--- config.mk ---
export PLATFORM = sky130hd
export DESIGN_NAME = ram1_ctrl
export DESIGN_NICKNAME = d
export VERILOG_FILES = /design/src/rtl/ram1_ctrl.sv
export SDC_FILE = /design/constraint.sdc
export NUM_CORES = 1
export LEC_CHECK = 0
export CORE_ASPECT_RATIO = 2
export CORE_MARGIN = 2
export CORE_UTILIZATION = 40
export CTS_CLUSTER_SIZE = 30
export DETAILED_ROUTE_END_ITERATION = 10
export PLACE_DENSITY = 0.86
export SLEW_MARGIN = 20
export SYNTH_ARGS = -nofsm -noshare
export SYNTH_HDL_FRONTEND = slang
export SYNTH_SLANG_ARGS = --single-unit
--- constraint.sdc ---
create_clock -name clk -period 1.6 [get_ports clk]
set_input_delay 0.24 -clock clk [delete_from_list [all_inputs] [get_ports clk]]
set_output_delay 0.24 -clock clk [all_outputs]
set_load 0.05 [all_outputs]
--- src/rtl/ram1_ctrl.sv ---
// ram1_ctrl: sequential bridge between the MEM-stage data port and the ram1 word SRAM.
// Optional RAM1_ADDR_CHECK_EN: reject word addresses >= DEPTH with cpu_err instead of wrapping.
module ram1_ctrl #(
    parameter int unsigned WAIT_CYCLES = 1,
    parameter int unsigned DEPTH       = 4096
) (
    input  logic        clk,
    input  logic        rst,
    input  logic        cpu_req,
    input  logic        cpu_we,
    input  logic [31:0] cpu_addr,
    input  logic [3:0]  cpu_sel,
    input  logic [31:0] cpu_wdata,
    output logic [31:0] cpu_rdata,
    output logic        cpu_ack,
    output logic        cpu_err,
    output logic        stall_req,
    output logic        mem_ce,
    output logic        mem_re,
    output logic        mem_we,
    output logic [31:0] mem_addr,
    output logic [31:0] mem_wdata,
    input  logic [31:0] mem_rdata
);

    localparam int unsigned CNT_W = (WAIT_CYCLES > 1) ? $clog2(WAIT_CYCLES) : 1;
    localparam logic [CNT_W-1:0] CNT_LAST = CNT_W'(WAIT_CYCLES - 1);

    typedef enum logic [2:0] {
        IDLE,
        RD,
        RMW_RD,
        WR,
        DONE
    } state_t;

    state_t            state_q, state_d;
    logic [CNT_W-1:0]  cnt_q, cnt_d;
    logic [29:0]       addr_q, addr_d;
    logic [3:0]        sel_q, sel_d;
    logic [31:0]       wdata_q, wdata_d;
    logic [31:0]       rdata_q, rdata_d;
    logic [31:0]       mem_wdata_q, mem_wdata_d;
    logic              last_cycle;
    logic              addr_bad;

    // Byte offset bits and DEPTH are not needed for every build.
    logic unused_ok;
    assign unused_ok = ^cpu_addr[1:0] ^ (DEPTH == 0);

    assign last_cycle = (cnt_q == CNT_LAST);

`ifdef RAM1_ADDR_CHECK_EN
    logic err_q, err_d;
    assign addr_bad = ({2'b00, cpu_addr[31:2]} >= 32'(DEPTH));
    assign cpu_err  = (state_q == DONE) && err_q;
`else
    assign addr_bad = 1'b0;
    assign cpu_err  = 1'b0;
`endif

    // NOTE: state registers use non-blocking assignments only; next-state logic lives in
    // always_comb so that every flop updates from the same pre-edge values.
    always_ff @(posedge clk or negedge rst) begin
        if (!rst) begin
            state_q     <= IDLE;
            cnt_q       <= '0;
            addr_q      <= '0;
            sel_q       <= '0;
            wdata_q     <= '0;
            rdata_q     <= '0;
            mem_wdata_q <= '0;
`ifdef RAM1_ADDR_CHECK_EN
            err_q       <= 1'b0;
`endif
        end else begin
            state_q     <= state_d;
            cnt_q       <= cnt_d;
            addr_q      <= addr_d;
            sel_q       <= sel_d;
            wdata_q     <= wdata_d;
            rdata_q     <= rdata_d;
            mem_wdata_q <= mem_wdata_d;
`ifdef RAM1_ADDR_CHECK_EN
            err_q       <= err_d;
`endif
        end
    end

    // NOTE: every signal written here gets a hold/default value first, so no path
    // through the case statement can leave a latch behind.
    always_comb begin
        state_d     = state_q;
        cnt_d       = cnt_q;
        addr_d      = addr_q;
        sel_d       = sel_q;
        wdata_d     = wdata_q;
        rdata_d     = rdata_q;
        mem_wdata_d = mem_wdata_q;
`ifdef RAM1_ADDR_CHECK_EN
        err_d       = err_q;
`endif

        unique case (state_q)
            IDLE: begin
                if (cpu_req) begin
                    addr_d  = cpu_addr[31:2];
                    sel_d   = cpu_sel;
                    wdata_d = cpu_wdata;
                    cnt_d   = '0;
`ifdef RAM1_ADDR_CHECK_EN
                    err_d   = addr_bad;
`endif
                    if (addr_bad) begin
                        rdata_d = '0;
                        state_d = DONE;
                    end else if (!cpu_we) begin
                        state_d = RD;
                    end else if (cpu_sel == 4'b1111) begin
                        mem_wdata_d = cpu_wdata;
                        state_d     = WR;
                    end else if (cpu_sel == 4'b0000) begin
                        state_d = DONE;
                    end else begin
                        state_d = RMW_RD;
                    end
                end
            end

            RD: begin
                if (last_cycle) begin
                    rdata_d = mem_rdata;
                    state_d = DONE;
                end else begin
                    cnt_d = cnt_q + 1'b1;
                end
            end

            RMW_RD: begin
                if (last_cycle) begin
                    // Merge: enabled lanes take the new data, the rest keep the SRAM word.
                    for (int i = 0; i < 4; i++) begin
                        mem_wdata_d[i*8 +: 8] = sel_q[i] ? wdata_q[i*8 +: 8]
                                                         : mem_rdata[i*8 +: 8];
                    end
                    cnt_d   = '0;
                    state_d = WR;
                end else begin
                    cnt_d = cnt_q + 1'b1;
                end
            end

            WR: begin
                if (last_cycle) begin
                    state_d = DONE;
                end else begin
                    cnt_d = cnt_q + 1'b1;
                end
            end

            DONE: begin
                state_d = IDLE;
            end

            default: begin
                state_d = IDLE;
            end
        endcase
    end

    always_comb begin
        mem_ce = 1'b0;
        mem_re = 1'b0;
        mem_we = 1'b0;
        case (state_q)
            RD, RMW_RD: begin
                mem_ce = 1'b1;
                mem_re = 1'b1;
            end
            WR: begin
                mem_ce = 1'b1;
                mem_we = 1'b1;
            end
            default: ;
        endcase
    end

    assign cpu_ack   = (state_q == DONE);
    assign stall_req = cpu_req & ~cpu_ack;
    assign cpu_rdata = rdata_q;
    assign mem_addr  = {2'b00, addr_q};
    assign mem_wdata = mem_wdata_q;

endmodule

# ---- Yosys cells after proc, flatten, opt, wreduce, memory -nomap -nowiden
# Index checks and enable logic that the tools add are counted.
dict set report totals {
  inputBits 104
  out_inout_bits 102
  reg_bits 134
}
dict set report classes {
  n_eq_ne 10
  add_sub_neg 1
  bitwise 3
  muxes 22
  reduce_logical 12
}
# operator n
set op_table {}
lappend op_table {{$mux 32} 4}
lappend op_table {{$pmux 32 s2} 1}
lappend op_table {{$mux 8} 4}
lappend op_table {{$mux 3} 6}
lappend op_table {{$ne 2x2->1 const B} 5}
lappend op_table {{$pmux 3 s3} 1}
lappend op_table {{$eq 3x2->1 const B} 2}
lappend op_table {{$reduce_and 2->1} 3}
lappend op_table {{$mux 1} 5}
lappend op_table {{$reduce_and 5->1} 1}
lappend op_table {{$eq 4x4->1 const B} 1}
lappend op_table {{$logic_not 4->1} 1}
lappend op_table {{$reduce_bool 2->1} 2}
lappend op_table {{$reduce_or 2->1} 2}
lappend op_table {{$eq 3x1->1 const B} 1}
lappend op_table {{$eq 3x3->1 const B} 1}
lappend op_table {{$logic_not 3->1} 1}
lappend op_table {{$reduce_and 3->1} 1}
lappend op_table {{$reduce_or 3->1} 1}
lappend op_table {{$not 1->1} 2}
lappend op_table {{$pmux 1 s2} 1}
lappend op_table {{$add 1x1->1 const B} 1}
lappend op_table {{$and 1x1->1} 1}

# ---- Logic depth before layout (Yosys ltp)
dict set report depth {
  depth_word 6
  mapped_depth 6
}

# ---- Worst setup path before layout
# OpenSTA, ideal clock, no wires.
dict set report synth_timing {
  kind {register to output}
  from {reg state_q[0]}
  to {out stall_req}
  n_path_buf 1
  t_arrival_ns 1.627
  stages_incl_launch_ff 5
  setup_slack_ns -0.267
  path_cell_list {dfrtp_1 buf_2 nor2_1 and2_1 nor2b_1}
}
dict set report synth_between {
  elab_chain_cells 3
}
# item line_no
set synth_rtl {}
lappend synth_rtl {{from (decl)} 37} ;# state_t state_q, state_d;
lappend synth_rtl {{from (signal assigned)} 77} ;# state_q <= state_d;
lappend synth_rtl {{$eq 3x3->1} 188} ;# assign cpu_ack = (state_q == DONE);
lappend synth_rtl {{via cpu_ack} 15} ;# output logic cpu_ack,
lappend synth_rtl {{$not 1->1} 189} ;# assign stall_req = cpu_req & ~cpu_ack;
lappend synth_rtl {{$and 1x1->1} 189}
lappend synth_rtl {{to (decl)} 17} ;# output logic stall_req,
# The timed path passes the listed nets, and every way through them passes these cells.

# ---- Worst setup path in the final report
dict set report layout_timing {
  from {reg state_q[0]}
  to {out mem_re}
}
dict set report layout_between {
  elab_chain_cells 3
}
# item line_no
set layout_rtl {}
lappend layout_rtl {{$eq 3x2->1 / $eq 3x1->1 (equally long branches)} 175} ;# case (state_q)
lappend layout_rtl {{$reduce_or 2->1 *} 175}
lappend layout_rtl {{$mux 1 *} 175}
lappend layout_rtl {{to (decl)} 19} ;# output logic mem_re,
# Mark *: on every way between the ends. The rest lies on a longest branch, timed or not.

==> key figures <==
Setup path
  • Req. time, crit path: 1360 ps
  • Crit path to: mem_re
  • CP Buf/Inv Count: 2
  • CP Cell Sequence: buf_6, or3b_4, nand2b_4, buf_12
  • CP arrival: 1630 ps
  • Crit path kind: flop to output pin
  • Worst R2R End: mem_wdata[28]
  • CP endpoint kind: output pin
  • Startpoint types: flop
  • R2R Setup Slk: -240 ps
  • CP delay by family, top: simple AND/OR/NAND/NOR gates
  • CP max FO: 3
  • R2R cell count: 7
  • Stages on worst setup path: 4
  • Reg2Reg Launch Point: state_q[0]
  • Slowest-stage cell, CP: or3b_4
  • Crit path largest cell delay: 430 ps
  • Origin of the worst setup path: state_q[0]

Placed design
  • Post-Place Cells: 836
  • IO buf count: 200
  • Post-detail-place hpwl: 12.0 mm
  • Routability cong.: 0.763

Synthesis
  • Ys Warns: 0
  • Synth cell types: 31
  • Synth Flop Type: dfrtp_1
  • Post-synth top area share: 56.6%
  • Sequential fraction of the synthesis area: 56.6%
  • Ys async rst share: 100%
  • Number of synthesized flops with an enable pin: 0
  • Synth top area cells: dfrtp_1, mux2_2, a211oi_2, a31oi_1, nor2b_1
  • Syn Area/Cell: 12.9 µm²
  • Cell taking the most area after synthesis: dfrtp_1
  • Post-Synthesis Cells: 455
  • Synthesized area: 5880 µm²
  • FF+latch count, synth: 133

Detailed routing
  • Starting DRT DRC Count: 354
  • DR WL/cell: 23.3 µm
  • Drt drc: 0
  • Drt pass-1 iters: 5
  • WL final: 21.0 mm
  • Final ANT Viol Nets: 0
  • DR vias/cell: 5.70
  • Total number of vias: 5,140

Finish
  • Filler cells: 955
  • Area delta synth->final: 67.2%
  • Nets: 801
  • Reg area: 3330 µm²
  • Share of cells above drive strength 1: 48.3%
  • Multi-input logic area: 2880 µm²
  • Cell Count, Final, Fillers Out: 902
  • Ant diodes: 0

Die
  • Num ports: 206
  • Die ar.: 15,800 µm²
  • Die extent in y: 176 µm
  • Row count: 62
  • Die width: 89.8 µm
  • Area of the core: 14,400 µm²
  • Initial core utilization: 41.0%

Power
  • Gate power share: 56.1%
  • Clock share of power: 17.0%
  • P_sw: 10,900 µW
  • Net Sw Frac: 44.1%
  • Register share of total power: 26.9%
  • Power Dens Cells: 2520 nW/µm²
  • Pleak: 0.00419 µW
  • Total power: 24,800 µW
  • Internal Pwr Total: 13,800 µW
  • Max VDD drop: 0.00140 V

Status
  • Outcome: finished with violations
  • Violated checks: setup timing

STA
  • Tcrit/Tclk final: 117%
  • Worst-Margin Slew: 952 ps
  • Setup TNS: -16,700 ps
  • Fin. Hold Viols: 0
  • Max Slew Vio Count: 0
  • Setup Skew: 10.3 ps
  • Unrepaired setup endpoints after global routing: true
  • Max Clk Rate: 534 MHz
  • Worst slew margin: 36.6%
  • Final worst path period need: 1870 ps
  • Final setup fails: 135
  • Setup ws final: -273 ps

Run
  • Max Cap Viol: 0

Clock tree
  • H-tree Lvls: 4
  • CTS tree: done
  • Clock sink count: 133
  • Clk_lat worst skew: 430 ps
  • Bufs on Longest Clock Path: 2
  • Num CTS Buffers: 17
  • CTS Root Buffer Type: clkbuf_16
  • Clk slew on worst S/H paths: 60 ps

Global routing
  • Global-route wire length before repair: 30.9 mm
  • Initial antenna violation count: 1
  • Grt ovf: 0
  • GR peak layer: met2
  • Met1 usage: 26.8%
  • Vias in the first global route: 5,533
  • Largest net degree at the start of global routing: 52
  • Gr usage total: 25.4%
  • Met3 usage: 5.41%
  • Met2 Usage GRT: 45.9%

Hold path
  • Hold crit path type: primary input to async pin
==> synth_stat cells (2+ instances only) <==
cell	instances
dfrtp_1	133
mux2_2	98
a31oi_1	33
nor2b_1	33
nand3_1	32
o21ai_0	27
a211oi_2	17
clkbuf_1	17
a211oi_1	15
buf_2	13
buf_6	7
o21ai_1	5
buf_4	4
nor2_1	3
nor3_1	2
==> worst register-to-register path, cell delays in order (launching register included) <==
cell,delay (ps)
dfrtp_1,410
buf_6,140
or3b_4,430
buf_4,160
buf_12,150
buf_16,150
a211oi_4,220
a31oi_2,60
==> layer usage <==
layer	share of wire (%)	vias up
li1	-	2157
met1	34	2627
met2	56	281
met3	5.4	75
met4	5.4	0
met5	0	-
==> flip-flops by register name (all words and copies together), names as in the netlist <==
register	count
mem_wdata	32
addr_q	30
sel_q	4
cpu_rdata	32
state_q	3
wdata_q	32
==> how the worst min path moves through the flow <==
| stage | endpoint | slack, ps | start |
|---|---|---|---|
| final | cpu_rdata[4] | 340 | rst |
| after global routing | addr_q[26] | 390 | rst |
| after CTS | state_q[0] | 350 | rst |
| after detailed placement | cpu_rdata[4] | 230 | rst |
| after global placement | cpu_rdata[4] | 210 | rst |
| after floorplan | addr_q[0] | -60 | rst |
==> cell usage in the layout, fill, tap and decap left out, types with 2 or more instances in the layout <==
cell type	Yosys	routed
a31oi_1	33	25
clkbuf_8	0	2
nor2_4	0	2
a211oi_2	17	26
clkinvlp_4	0	4
clkinv_4	0	2
buf_4	4	115
buf_16	0	7
mux2_4	0	86
clkinv_2	0	2
a31oi_2	0	8
buf_8	0	3
dfrtp_2	0	2
nor3_1	2	2
clkdlybuf4s50_1	0	100
nand3_1	32	32
dfrtp_1	133	131
buf_12	0	17
conb_1	1	3
o21ai_0	27	27
a211oi_4	0	6
buf_6	7	13
clkbuf_16	0	23
o21ai_1	5	5
bufinv_16	0	4
nor2b_1	33	32
mux2_2	98	12
==> cell families after synthesis <==
kind of cell	after synthesis	share of synthesized area [%]
flops	133	56.6
simple gates	82	8.38
compound gates	100	12.2
other cells	1	0.0637
mux	98	18.8
buf+inv	41	4.04
==> through the flow <==
| step | setup slack (ps) | utilization (%) | instance area [µm²] | hold WS [ps] |
|---|---|---|---|---|
| 2_1_floorplan | -13.9 | - | 5900 | -55.6 |
| 3_3_place_gp | -222 | 56.2 | 8060 | 213 |
| 3_5_place_dp | -267 | 56.2 | 8060 | 231 |
| 4_1_cts | -269 | 66.4 | 9530 | 346 |
| 5_1_grt | -315 | 68.6 | 9840 | 387 |
| 6_report | -273 | 68.6 | 9840 | 344 |
==> final cells by class <==
cell class,instances,share of cell area (%)
tap,192,2.44
timing repair buffer,262,27.9
multi-input combinational,283,29.3
clock inverter,12,1.81
clock buffer,20,4.64
sequential,133,33.9
==> timing repair <==
action	in CTS	in global routing
buffers inserted	17	7
hold endpoints to repair	45	0
setup endpoints to repair	108	135
gates resized for setup	106	57
gates cloned	9	6
pin swaps	20	16
hold buffers	1	0
==> power groups by stage <==
stage / clock network [µW] / registers (µW) / logic [µW]
floorplan: 0 / 10300 / 3540
global placement: 0 / 6330 / 10800
detailed placement: 0 / 6460 / 11100
CTS: 4250 / 6520 / 13100
global route: 4380 / 6870 / 14400
finish: 4200 / 6670 / 13900
No activity file was read; power rests on OpenSTA's default activity.
